===== src/rtl/instr_fetch_unit_if.sv =====
// Fetch-unit bus bundle: instruction memory request/response, decode handoff and execute redirect.
interface instr_fetch_unit_if;
  logic        imem_req_o;
  logic [31:0] imem_addr_o;
  logic        imem_rvalid_i;
  logic [31:0] imem_rdata_i;
  logic        instr_valid_o;
  logic        instr_ready_i;
  logic [31:0] instr_o;
  logic [31:0] instr_pc_o;
  logic [6:0]  opcode_o;
  logic        redirect_i;
  logic [31:0] redirect_pc_i;

  modport master (
    output imem_req_o, imem_addr_o,
    input  imem_rvalid_i, imem_rdata_i,
    output instr_valid_o, instr_o, instr_pc_o, opcode_o,
    input  instr_ready_i,
    input  redirect_i, redirect_pc_i
  );

  modport slave (
    input  imem_req_o, imem_addr_o,
    output imem_rvalid_i, imem_rdata_i,
    input  instr_valid_o, instr_o, instr_pc_o, opcode_o,
    output instr_ready_i,
    output redirect_i, redirect_pc_i
  );
endinterface


===== src/rtl/instr_fetch_unit.sv =====
// Fetch front end: word-aligned PC generation, one outstanding imem request, DEPTH-entry {instr,pc} FIFO to decode.
// 1-cycle memory gives request N -> data N+1 -> decode N+2; fetch stalls while the FIFO could not absorb the next response.
module instr_fetch_unit #(
  parameter logic [31:0] RESET_PC = 32'h0000_0000,
  parameter int          DEPTH    = 2
) (
  input  logic               clk_i,
  input  logic               rst_i,
  instr_fetch_unit_if.master bus
);
  localparam int PW = (DEPTH > 1) ? $clog2(DEPTH) : 1;
  localparam int CW = $clog2(DEPTH + 1);
  localparam logic [CW:0]   DEPTH_W = (CW + 1)'(DEPTH);
  localparam logic [PW-1:0] LAST_PTR = PW'(DEPTH - 1);

  typedef enum logic [1:0] {RUN, PEND, DROP} state_t;

  typedef struct packed {
    logic [31:0] instr;
    logic [31:0] pc;
  } fifoEntry_t;

  state_t        state;
  logic [31:0]   fetchPc;
  logic [31:0]   tagPc;
  fifoEntry_t    fifoMem [DEPTH];
  logic [PW-1:0] wrPtr;
  logic [PW-1:0] rdPtr;
  logic [CW-1:0] count;
  logic [CW:0]   countAfter;
  logic          headValid;
  logic          pop;
  logic          push;
  logic          canIssue;
  logic          issue;

  function automatic logic [PW-1:0] ptrInc(input logic [PW-1:0] p);
    return (p == LAST_PTR) ? '0 : p + 1'b1;
  endfunction

  assign headValid  = (count != '0);
  assign pop        = headValid && bus.instr_ready_i;
  assign push       = (state == PEND) && bus.imem_rvalid_i && !bus.redirect_i;
  assign countAfter = {1'b0, count} + {{CW{1'b0}}, push} - {{CW{1'b0}}, pop};
  assign canIssue   = (state == RUN) || ((state == PEND) && bus.imem_rvalid_i);
  // Only issue when the FIFO keeps a free slot for this request's response.
  assign issue      = rst_i && !bus.redirect_i && canIssue && (countAfter < DEPTH_W);

  assign bus.imem_req_o    = issue;
  assign bus.imem_addr_o   = fetchPc;
  assign bus.instr_valid_o = headValid;
  assign bus.instr_o       = headValid ? fifoMem[rdPtr].instr : 32'h0;
  assign bus.instr_pc_o    = headValid ? fifoMem[rdPtr].pc : 32'h0;
  assign bus.opcode_o      = bus.instr_o[6:0];

  always_ff @(posedge clk_i) begin
    if (push) begin
      fifoMem[wrPtr] <= {bus.imem_rdata_i, tagPc};
    end
  end

  always_ff @(posedge clk_i or negedge rst_i) begin
    if (!rst_i) begin
      state   <= RUN;
      fetchPc <= RESET_PC;
      tagPc   <= RESET_PC;
      wrPtr   <= '0;
      rdPtr   <= '0;
      count   <= '0;
    end else if (bus.redirect_i) begin
      fetchPc <= {bus.redirect_pc_i[31:2], 2'b00};
      wrPtr   <= '0;
      rdPtr   <= '0;
      count   <= '0;
      // A response still in flight belongs to the old path and must be swallowed.
      state   <= ((state != RUN) && !bus.imem_rvalid_i) ? DROP : RUN;
    end else begin
      if (push) wrPtr <= ptrInc(wrPtr);
      if (pop)  rdPtr <= ptrInc(rdPtr);
      count <= countAfter[CW-1:0];
      if (issue) begin
        fetchPc <= fetchPc + 32'd4;
        tagPc   <= fetchPc;
      end
      case (state)
        RUN:     if (issue) state <= PEND;
        PEND:    if (bus.imem_rvalid_i) state <= issue ? PEND : RUN;
        DROP:    if (bus.imem_rvalid_i) state <= RUN;
        default: state <= RUN;
      endcase
    end
  end
endmodule


===== src/flat_wrapper.sv =====
// flat-port wrapper written by rule: the top's interface ports become plain ports
module instr_fetch_unit_flat 
#(
  parameter logic [31:0] RESET_PC = 32'h0000_0000,
  parameter int          DEPTH    = 2
)
  (clk_i, rst_i, bus_imem_req_o, bus_imem_addr_o, bus_imem_rvalid_i, bus_imem_rdata_i, bus_instr_valid_o, bus_instr_o, bus_instr_pc_o, bus_opcode_o, bus_instr_ready_i, bus_redirect_i, bus_redirect_pc_i);
  instr_fetch_unit_if bus_i ();
  input  logic clk_i;
  input  logic rst_i;
  output wire logic [$bits(bus_i.imem_req_o)-1:0] bus_imem_req_o;
  output wire logic [$bits(bus_i.imem_addr_o)-1:0] bus_imem_addr_o;
  input wire logic [$bits(bus_i.imem_rvalid_i)-1:0] bus_imem_rvalid_i;
  input wire logic [$bits(bus_i.imem_rdata_i)-1:0] bus_imem_rdata_i;
  output wire logic [$bits(bus_i.instr_valid_o)-1:0] bus_instr_valid_o;
  output wire logic [$bits(bus_i.instr_o)-1:0] bus_instr_o;
  output wire logic [$bits(bus_i.instr_pc_o)-1:0] bus_instr_pc_o;
  output wire logic [$bits(bus_i.opcode_o)-1:0] bus_opcode_o;
  input wire logic [$bits(bus_i.instr_ready_i)-1:0] bus_instr_ready_i;
  input wire logic [$bits(bus_i.redirect_i)-1:0] bus_redirect_i;
  input wire logic [$bits(bus_i.redirect_pc_i)-1:0] bus_redirect_pc_i;
  assign bus_imem_req_o = bus_i.imem_req_o;
  assign bus_imem_addr_o = bus_i.imem_addr_o;
  assign bus_i.imem_rvalid_i = bus_imem_rvalid_i;
  assign bus_i.imem_rdata_i = bus_imem_rdata_i;
  assign bus_instr_valid_o = bus_i.instr_valid_o;
  assign bus_instr_o = bus_i.instr_o;
  assign bus_instr_pc_o = bus_i.instr_pc_o;
  assign bus_opcode_o = bus_i.opcode_o;
  assign bus_i.instr_ready_i = bus_instr_ready_i;
  assign bus_i.redirect_i = bus_redirect_i;
  assign bus_i.redirect_pc_i = bus_redirect_pc_i;
  instr_fetch_unit #(.RESET_PC(RESET_PC), .DEPTH(DEPTH)) u_core (.clk_i(clk_i), .rst_i(rst_i), .bus(bus_i));
endmodule

===== config.mk =====
export PLATFORM = sky130hd
export DESIGN_NAME = instr_fetch_unit_flat
export DESIGN_NICKNAME = d
export VERILOG_FILES = /design/src/rtl/instr_fetch_unit_if.sv /design/src/rtl/instr_fetch_unit.sv /design/src/flat_wrapper.sv
export SDC_FILE = /design/constraint.sdc
export NUM_CORES = 1
export LEC_CHECK = 0
export ABC_AREA = 0
export CORE_ASPECT_RATIO = 1.4
export CORE_MARGIN = 3
export CORE_UTILIZATION = 40
export CTS_BUF_LIST = sky130_fd_sc_hd__clkbuf_16
export DETAILED_ROUTE_END_ITERATION = 10
export GPL_TIMING_DRIVEN = 1
export PLACE_DENSITY = 0.71
export SLEW_MARGIN = 15
export SYNTH_ARGS = -nofsm -noshare
export SYNTH_HDL_FRONTEND = slang
export SYNTH_SLANG_ARGS = --single-unit

===== constraint.sdc =====
create_clock -name clk_i -period 13.8 [get_ports clk_i]
set_clock_uncertainty 0.05 [all_clocks]
set_input_delay 2.07 -clock clk_i [delete_from_list [all_inputs] [get_ports clk_i]]
set_output_delay 2.07 -clock clk_i [all_outputs]
set_load 0.1 [all_outputs]

==> results of run 1 <==
[metal layers]
metal | routed length, µm | up-vias | global-route usage
met3 | 613 | 19 | 0.0328
met2 | 8570 | 150 | 0.268
met5 | 0 | - | 0
met4 | 347 | 0 | 0.0588
li1 | - | 2560 | -
met1 | 7400 | 2533 | 0.213
[layout by cell type, fill, tap and decap left out, types with 2 or more instances in the layout]
cell type	synthesis	routed
nor4_1	4	3
nand3_1	17	17
o21ai_0	17	17
mux2i_1	65	65
nand4_1	7	7
xnor2_1	2	2
nor4_4	2	2
a21o_1	2	2
edfxtp_1	124	124
clkbuf_16	0	18
or3_1	5	5
nand4_2	2	2
inv_6	0	3
nor3_1	4	4
inv_4	0	2
dfrtp_1	66	65
inv_1	8	8
a21oi_1	4	4
nor2_1	76	75
a31o_2	3	3
and4_1	2	2
o211ai_1	10	10
nand2b_1	3	3
nand2_1	121	121
clkdlybuf4s50_1	0	166
conb_1	1	4
clkinv_2	0	3
ha_1	3	3
a221o_1	10	10
o311ai_0	9	9
buf_4	12	6
and2_1	4	3
and3_1	5	5
[through the flow]
stage	hold WS [ns]	std cells	instance area, µm²
after global routing	0.429	1044	10400
final	0.419	1044	10400
after floorplan	0.392	632	7950
after CTS	0.421	1044	10400
after global placement	0.398	1012	9780
after detailed placement	0.403	1012	9780
[cell families (layout without fill, tap and decap cells)]
family                   count (synthesis)  after routing  share of synthesized area
AND/OR/NAND/NOR                        258            258                      0.146
flip-flops                             190            190                      0.677
multiplexers                            65             65                     0.0819
AO/OA/AOI/OAI                           59             59                     0.0544
buffers and inverters                   50            214                     0.0304
adder cells (fa/ha/maj)                  4              4                    0.00725
XOR/XNOR                                 2              2                    0.00221
other                                    1              4                   0.000472
[final cells by class]
cell class                      instances  area [µm²]  area share
Sequential cell                       190        5380       0.519
Multi-Input combinational cell        392        2350       0.227
Timing Repair Buffer                  173        1710       0.165
Clock buffer                           18         450      0.0435
Tap cell                              248         310      0.0299
Clock inverter                         14         131      0.0127
Inverter                                9        33.8     0.00326
[path summary, 6_finish.rpt]
| check | slack (ns) | endpoint |
|---|---|---|
| max | 5.71 | bus_imem_req_o |
| min | 0.42 | u_core.fifoMem[1][19] |
| max reg2reg | 9.45 | u_core.bus.imem_addr_o[7] |
| min reg2reg | 0.42 | u_core.fifoMem[1][19] |
| max in group asynchronous | 11.26 | u_core.rdPtr |
| min in group asynchronous | 1.78 | u_core.tagPc[28] |
[flip-flops by register name, summed over array words and instances, names as in the netlist]
| name | count |
|---|---|
| u_core.fifoMem | 124 |
| u_core.bus.imem_addr_o | 30 |
| u_core.tagPc | 30 |
| u_core.count | 2 |
| u_core.state | 2 |
| u_core.rdPtr | 1 |
| u_core.wrPtr | 1 |
[worst max-delay path, cell delays in order]
cell	delay (ns)
clkdlybuf4s50_1	0.39
buf_4	0.27
nor3_1	0.27
ha_1	0.18
inv_1	0.05
fa_1	0.37
xnor2_1	0.29
nand4_2	0.16
inv_2	0.62
clkdlybuf4s50_1	1.27
==> results.md, run 1 <==
- Area of the die: 21600 µm²
- Post-route minimum period: 8.09 ns
- CP arrival: 5.97 ns
- Fmax: 124 MHz
- Final Max Tran Viols: 0
- DRC: 0
- Top cells by count, synth: edfxtp_1, nand2_1, nor2_1
- Final TNS setup: 0 ns
- Synth area leaders: edfxtp_1, dfrtp_1, mux2i_1
- Die height: 173 µm
- Post-synth ARST share: 0.347
- DR iter-0 viols: 344
- First-pass GRT wire length: 28100 µm
- Fin. Hold Viols: 0
- Share of layout cells above drive strength 1: 0.0678
- Crit end category: output port
- RePlAce Congestion: 0.786
- Net count, final: 856
- First-pass iteration count of the detailed router: 4
- Syn Inst Count: 629
- DR vias: 5262
- H-tree depth: 4
- DR WL/cell: 16.2 µm
- Actual slew at the worst max-slew pin: 1.14 ns
- Setup WS post-layout: 5.71 ns
- Initial antenna violation count: 0
- Worst Setup Start Kind: input port
- Worst rel slew slack: 0.238
- Final setup violation count: 0
- Clk slew on worst S/H paths: 0.07 ns
- Post_cts resized: 0
- Postcts setup bufs: 0
- Largest net degree at the start of global routing: 68
- Worst-Skew Late Latency: 0.43 ns
- Register area share after synthesis: 0.677
- Final HPWL DP: 10900 µm
- Core outline area: 19400 µm²
- CP required: 11.68 ns
- Fin util: 0.535
- Number of port buffers: 167
- Worst reg-to-reg path cell count: 15
- GRT overflow: 0
- Hold path depth: 0
- Synthesized area per cell: 12.6 µm²
- # rows: 60
- MaxCap Viol Count: 0
- Vias in the first global route: 5262
- Mapped Area: 7940 µm²
- Worst hold-check path type: register to register
- Chip width: 125 µm
- Netlist cell types: 43
- Cts bufs inserted: 17
- Largest area contributor in the netlist: edfxtp_1
- Top Ports: 174
- Yosys reg bits: 190
- Top-area cell type share of the netlist area: 0.469
- Post-DR vias/cell: 5.04
- CTS Hold Buffers Added: 0
- CTS Sinks: 190
- Clock buffer depth: 2
- Initial core utilization: 0.410
- Layout area overhead: 30.6%
- Top_reg_cell synth: edfxtp_1
- Status: finished, final reports clean
- CTS tree: done
- Post-synth EDFFs: 124
- Hold wc startpoint: u_core.tagPc[19]
- Synthesis Warnings: 0
- Dpl ws: 5.70 ns
- Number of fill cells in the layout: 1670
- GR Util All Layers: 0.162
- Worst Path Max Fanout: 48
- Final wirelength: 16900 µm
- Setup CP Type: input port to output port
- Count leader, synth: edfxtp_1
- Post-DRT Antenna Nets: 0
- CTS Root Cell: clkbuf_16
- CP startpoint: bus_redirect_i
- Number of antenna diodes: 0
- Tcrit/Tclk final: 0.586
- Reg2reg start: u_core.count[1]
- RSZ-0062 raised after global routing: no
Power of run 1 is not shown: default switching activity piles up to over one toggle a cycle in this logic, so the estimate is an artifact.
==> run 2: changes to the inputs <==
- PLACE_DENSITY: 0.71 -> 0.73
- clock period: 13.8 -> 7.1 ns (I/O delays scaled with it)
==> run 2 against run 1 <==
Net effect:
- final cell count about the same
- critical path depth is 3 higher
- worst setup slack lost 3.3 ns
- global-route usage increased by 0.30 points
- core utilization up 0.26 points
- non-clock buffer count grew 1
- routed wire length is 3.4% higher
- critical path type is now register to output port
- critical endpoint unchanged
==> results.md, run 2 (same netlist as run 1, synthesis figures left out) <==
- First-pass iteration count of the detailed router: 4 (unchanged)
- Vias in the first global route: 5339 (+1.5%)
- Commonest non-fill, non-tap cell in the layout: clkdlybuf4s50_1
- GRT overflow: 0 (unchanged)
- CTS Hold Buffers Added: 0 (unchanged)
- Crit-path most repeated cell: inv_1
- Commonest cells after routing, fill and taps aside: clkdlybuf4s50_1, edfxtp_1, nand2_1, nor2_1
- CP startpoint: u_core.count[1]
- H-tree depth: 4 (unchanged)
- Post-route minimum period: 4.70 ns
- Status: finished, final reports clean
- CP max-delay cell: buf_4
- Tcrit/Tclk final: 0.661
- CP arrival: 3.58 ns (-2.39 ns)
- Clock buffer depth: 2 (unchanged)
- Final setup violation count: 0 (unchanged)
- Crit path cell chain: nor2_4, buf_4, inv_1, and2_1, ha_1, inv_1, ha_1, inv_1, fa_1, xnor2_1, nand4_2, inv_2, buf_12
- CP required: 5.98 ns (-5.70 ns)
- Largest net degree at the start of global routing: 68 (unchanged)
- Final wirelength: 17500 µm (+3.4%)
- Worst hold-check path type: register to register
- Crit path to: bus_imem_req_o
- Final HPWL DP: 11300 µm (+3.0%)
- RePlAce Congestion: 0.798 (+1.5%)
- Worst Setup Start Kind: register
- Final TNS setup: 0 ns (unchanged)
- Worst Path Max Fanout: 63 (+31%)
- Number of fill cells in the layout: 1698 (+1.7%)
- Setup CP Type: register to output port
- Core outline area: 19400 µm² (unchanged)
- Area of the die: 21600 µm² (unchanged)
- Register Area: 5380 µm² (unchanged)
- DR iter-0 viols: 320 (-7.0%)
- Biggest register: u_core.fifoMem
- Worst-Skew Late Latency: 0.43 ns (about the same)
- Post-DRT Antenna Nets: 0 (unchanged)
- RSZ-0062 raised after global routing: no
- MaxCap Viol Count: 0 (unchanged)
- Crit-path max cell delay: 0.57 ns (-0.70 ns)
- Fin. Hold Viols: 0 (unchanged)
- Number of antenna diodes: 0 (unchanged)
- Number of port buffers: 167 (unchanged)
- Die height: 173 µm (unchanged)
- Top Ports: 174 (unchanged)
- Footprint of the multi-input gates: 2360 µm² (+0.37%)
- Clk slew on worst S/H paths: 0.07 ns (about the same)
- Post-DR vias/cell: 5.08 (+0.74%)
- Cts bufs inserted: 17 (unchanged)
- Initial antenna violation count: 0 (unchanged)
- Max reg flops: 124 (unchanged)
- Layout area overhead: 31.2%
- DR vias: 5306 (+0.84%)
- DRC: 0 (unchanged)
- Worst R2R End: u_core.bus.imem_addr_o[30]
- Worst reg-to-reg path cell count: 16 (+1)
- Net count, final: 857 (+0.12%)
- Worst rel slew slack: 0.238 (-0.000246)
- Reg2reg start: u_core.count[1]
- Fmax: 213 MHz
- Share of layout cells above drive strength 1: 0.0703 (+0.00242)
- Crit end category: output port
- CTS Root Cell: clkbuf_16
- Postcts setup bufs: 0 (unchanged)
- Actual slew at the worst max-slew pin: 1.14 ns (+0.000368 ns)
- First-pass GRT wire length: 28700 µm (+2.3%)
- Post_cts resized: 0 (unchanged)
- Initial core utilization: 0.410 (unchanged)
- Chip width: 125 µm (unchanged)
- # rows: 60 (unchanged)
- CTS Sinks: 190 (unchanged)
- DR WL/cell: 16.8 µm (+3.4%)
- CTS tree: done
- GR Util All Layers: 0.165 (+0.00304)
- Final Max Tran Viols: 0 (unchanged)
- Reg-to-reg slack, setup: 2.82 ns (-6.63 ns)
[run 2: stage by stage]
stage / std cells / util / worst slack (ns) / instance area (µm²) / hold slack [ns]
6_report: 1045 / 0.538 / 2.40 / 10400 / 0.425
5_1_grt: 1045 / 0.538 / 2.06 / 10400 / 0.439
4_1_cts: 1045 / 0.538 / 2.31 / 10400 / 0.422
3_5_place_dp: 1013 / 0.507 / 2.52 / 9810 / 0.406
3_3_place_gp: 1013 / 0.507 / 2.59 / 9810 / 0.399
2_1_floorplan: 632 / - / 1.57 / 7960 / 0.392
[run 2: area by class of cell]
type / count / area share
Tap cell: 248 / 0.0298
Clock buffer: 17 / 0.0408
Sequential cell: 190 / 0.516
Timing Repair Buffer: 174 / 0.166
Inverter: 9 / 0.00324
Multi-Input combinational cell: 392 / 0.226
Clock inverter: 15 / 0.0173
[run 2: worst min path at each step]
stage,endpoint,from,slack [ns],cells past startpoint
finish,u_core.fifoMem[1][29],u_core.tagPc[29],0.42,0
global route,u_core.fifoMem[1][29],u_core.tagPc[29],0.44,0
CTS,u_core.fifoMem[0][26],u_core.tagPc[26],0.42,0
detailed placement,u_core.fifoMem[0][26],u_core.tagPc[26],0.41,0
global placement,u_core.fifoMem[0][26],u_core.tagPc[26],0.40,0
floorplan,u_core.fifoMem[0][10],u_core.tagPc[10],0.39,0
[run 2: worst max-delay path: cells and delay by family (launching register included)]
| kind | cells | cell delay (ns) |
|---|---|---|
| adder cells (fa/ha/maj) | 3 | 0.80 |
| flip-flops | 1 | 0.45 |
| buffers and inverters | 6 | 1.09 |
| XOR/XNOR | 1 | 0.29 |
| AND/OR/NAND/NOR | 3 | 0.52 |
[run 2: layer usage]
layer  part of all wire  track usage
met1               0.43        0.212
met3              0.034       0.0275
met2               0.52        0.283
met5                  0            0
met4              0.020       0.0597
Power of run 2 is left out for the same reason.
==> run 3: changes to the inputs <==
- clock period: 7.1 -> 3.9 ns (I/O delays scaled with it)
==> run 3 against run 2 <==
Net effect:
- worst setup slack got worse by 2.1 ns
- largest cell class unchanged
- highest routed layer unchanged
- count of clock-buffer cells in the layout is the same
- routed wire length fell by 0.56%
- critical endpoint unchanged
- final cell count grew 0.38%
- critical path type unchanged
==> results.md, run 3 (same netlist as run 1, synthesis figures left out) <==
- CTS Hold Buffers Added: 0 (unchanged)
- DR iter-0 viols: 318 (-0.63%)
- Worst hold-check path type: input port to asynchronous set/reset pin
- Worst Path Buf+Inv: 5 (-1)
- Core outline area: 19400 µm² (unchanged)
- Initial core utilization: 0.410 (unchanged)
- DRC: 0 (unchanged)
- RePlAce Congestion: 0.786 (-1.4%)
- Fin. Hold Viols: 0 (unchanged)
- Crit path cell chain: nor2_4, clkinvlp_4, and2_4, ha_1, inv_1, ha_1, inv_1, fa_1, xnor2_1, nand4_2, inv_2, buf_12
- Crit end category: output port
- H-tree depth: 4 (unchanged)
- Layout area overhead: 29.4%
- Biggest register: u_core.fifoMem
- Setup CP Type: register to output port
- Post-route minimum period: 3.63 ns
- Worst-Skew Late Latency: 0.43 ns (about the same)
- Number of port buffers: 167 (unchanged)
- CP required: 3.26 ns (-2.72 ns)
- Area of the die: 21600 µm² (unchanged)
- Fmax: 276 MHz
- Final Max Tran Viols: 0 (unchanged)
- Number of fill cells in the layout: 1688 (-0.59%)
- Top Ports: 174 (unchanged)
- GRT overflow: 0 (unchanged)
- Initial antenna violation count: 0 (unchanged)
- Cts bufs inserted: 17 (unchanged)
- Status: finished, final reports clean
- CTS Root Cell: clkbuf_16
- Vias in the first global route: 5344 (+0.094%)
- Tcrit/Tclk final: 0.930
- Net count, final: 861 (+0.47%)
- Share of layout cells above drive strength 1: 0.164 (+0.0933)
- CP arrival: 2.99 ns (-0.59 ns)
- Final setup violation count: 0 (unchanged)
- GR Util All Layers: 0.167 (+0.00222)
- # rows: 60 (unchanged)
- Die height: 173 µm (unchanged)
- Chip width: 125 µm (unchanged)
- Commonest non-fill, non-tap cell in the layout: edfxtp_1
- Postcts setup bufs: 0 (unchanged)
- First-pass iteration count of the detailed router: 4 (unchanged)
- Max reg flops: 124 (unchanged)
- Number of antenna diodes: 0 (unchanged)
- DR vias: 5314 (+0.15%)
- Largest net degree at the start of global routing: 67 (-1.5%)
- Worst Setup Start Kind: register
- First-pass GRT wire length: 29000 µm (+0.94%)
- MaxCap Viol Count: 0 (unchanged)
- Post_cts resized: 0 (unchanged)
- Post-DRT Antenna Nets: 0 (unchanged)
- CP max-delay cell: dfrtp_1
- Clock buffer depth: 2 (unchanged)
- Commonest cells after routing, fill and taps aside: edfxtp_1, nand2_1, clkdlybuf4s50_1, buf_4, nor2_1
- CTS tree: done
- Worst Path Max Fanout: 5 (-92%)
- Final HPWL DP: 11800 µm (+4.8%)
- Crit-path max cell delay: 0.45 ns (-0.12 ns)
- RSZ-0062 raised after global routing: no
- Post-DR vias/cell: 5.07 (-0.23%)
- Actual slew at the worst max-slew pin: 1.01 ns (-0.132 ns)
- Cells after DPL: 1017 (+0.39%)
- Final TNS setup: 0 ns (unchanged)
- CTS Sinks: 190 (unchanged)
- Worst rel slew slack: 0.323 (+0.0857)
- Clk slew on worst S/H paths: 0.07 ns (about the same)
- Non-Filler Instances: 1049 (+0.38%)
- Final wirelength: 17400 µm (-0.56%)
- DR WL/cell: 16.6 µm (-0.94%)
- Family with the most delay on the worst path: adder cells
==> run 3: changes by cell type in the layout (fill, tap and decap cells not counted), moves of 2 or more <==
| cell | previous run | this run |
|---|---|---|
| buf_12 | 1 | 4 |
| clkinv_8 | 2 | 0 |
| clkdlybuf4s50_1 | 165 | 95 |
| clkinv_4 | 0 | 2 |
| inv_6 | 6 | 4 |
| buf_4 | 7 | 78 |
==> run 3: path summary, 6_finish.rpt <==
kind	startpoint	endpoint	slack [ns]	cells past startpoint
worst max-delay path	u_core.count[1]	bus_imem_req_o	0.27	12
worst max register to register	u_core.count[1]	u_core.bus.imem_addr_o[10]	0.51	14
max in group asynchronous	rst_i	u_core.rdPtr	2.80	2
min in group clk_i	u_core.tagPc[16]	u_core.fifoMem[1][16]	0.42	0
worst min register to register	u_core.tagPc[16]	u_core.fifoMem[1][16]	0.42	0
worst min-delay path	rst_i	u_core.bus.imem_addr_o[5]	0.36	2
==> run 3: area by class of cell <==
type                       count  area [µm²]  share of cell area
sequential                   190        5380               0.524
multi-input combinational    392        2360               0.230
clock buffer                  17         425              0.0414
tap                          248         310              0.0302
clock inverter                15         138              0.0134
inverter                       9        37.5             0.00365
timing repair buffer         178        1620               0.158
==> run 3: worst reg2reg max path, cell delays in order (launching register included) <==
cell and delay (ns):
dfrtp_1 0.45, nor2_4 0.15, clkinvlp_4 0.11, and2_4 0.15, ha_1 0.26, inv_1 0.05
ha_1 0.14, inv_1 0.05, fa_1 0.37, xnor2_1 0.28, nand4_2 0.19, buf_12 0.23
nand2_1 0.32, o21ai_0 0.16, a221o_1 0.31
==> run 3: metal layers <==
layer  share of wire  GRT usage  up-vias
li1                -          -     2577
met1            0.43      0.214     2583
met2            0.52      0.288      132
met3           0.030     0.0309       22
met4           0.018     0.0552        0
met5               0          0        -
==> run 3: metrics by stage <==
| step | utilization | instance area (µm²) | setup slack (ns) | hold WS (ns) |
|---|---|---|---|---|
| 2_1_floorplan | - | 7990 | 0.0272 | 0.239 |
| 3_3_place_gp | 0.501 | 9710 | 0.244 | 0.400 |
| 3_5_place_dp | 0.501 | 9710 | 0.167 | 0.404 |
| 4_1_cts | 0.530 | 10300 | 0.220 | 0.385 |
| 5_1_grt | 0.530 | 10300 | 0.0518 | 0.409 |
| 6_report | 0.530 | 10300 | 0.272 | 0.365 |
Power of run 3 is left out for the same reason.
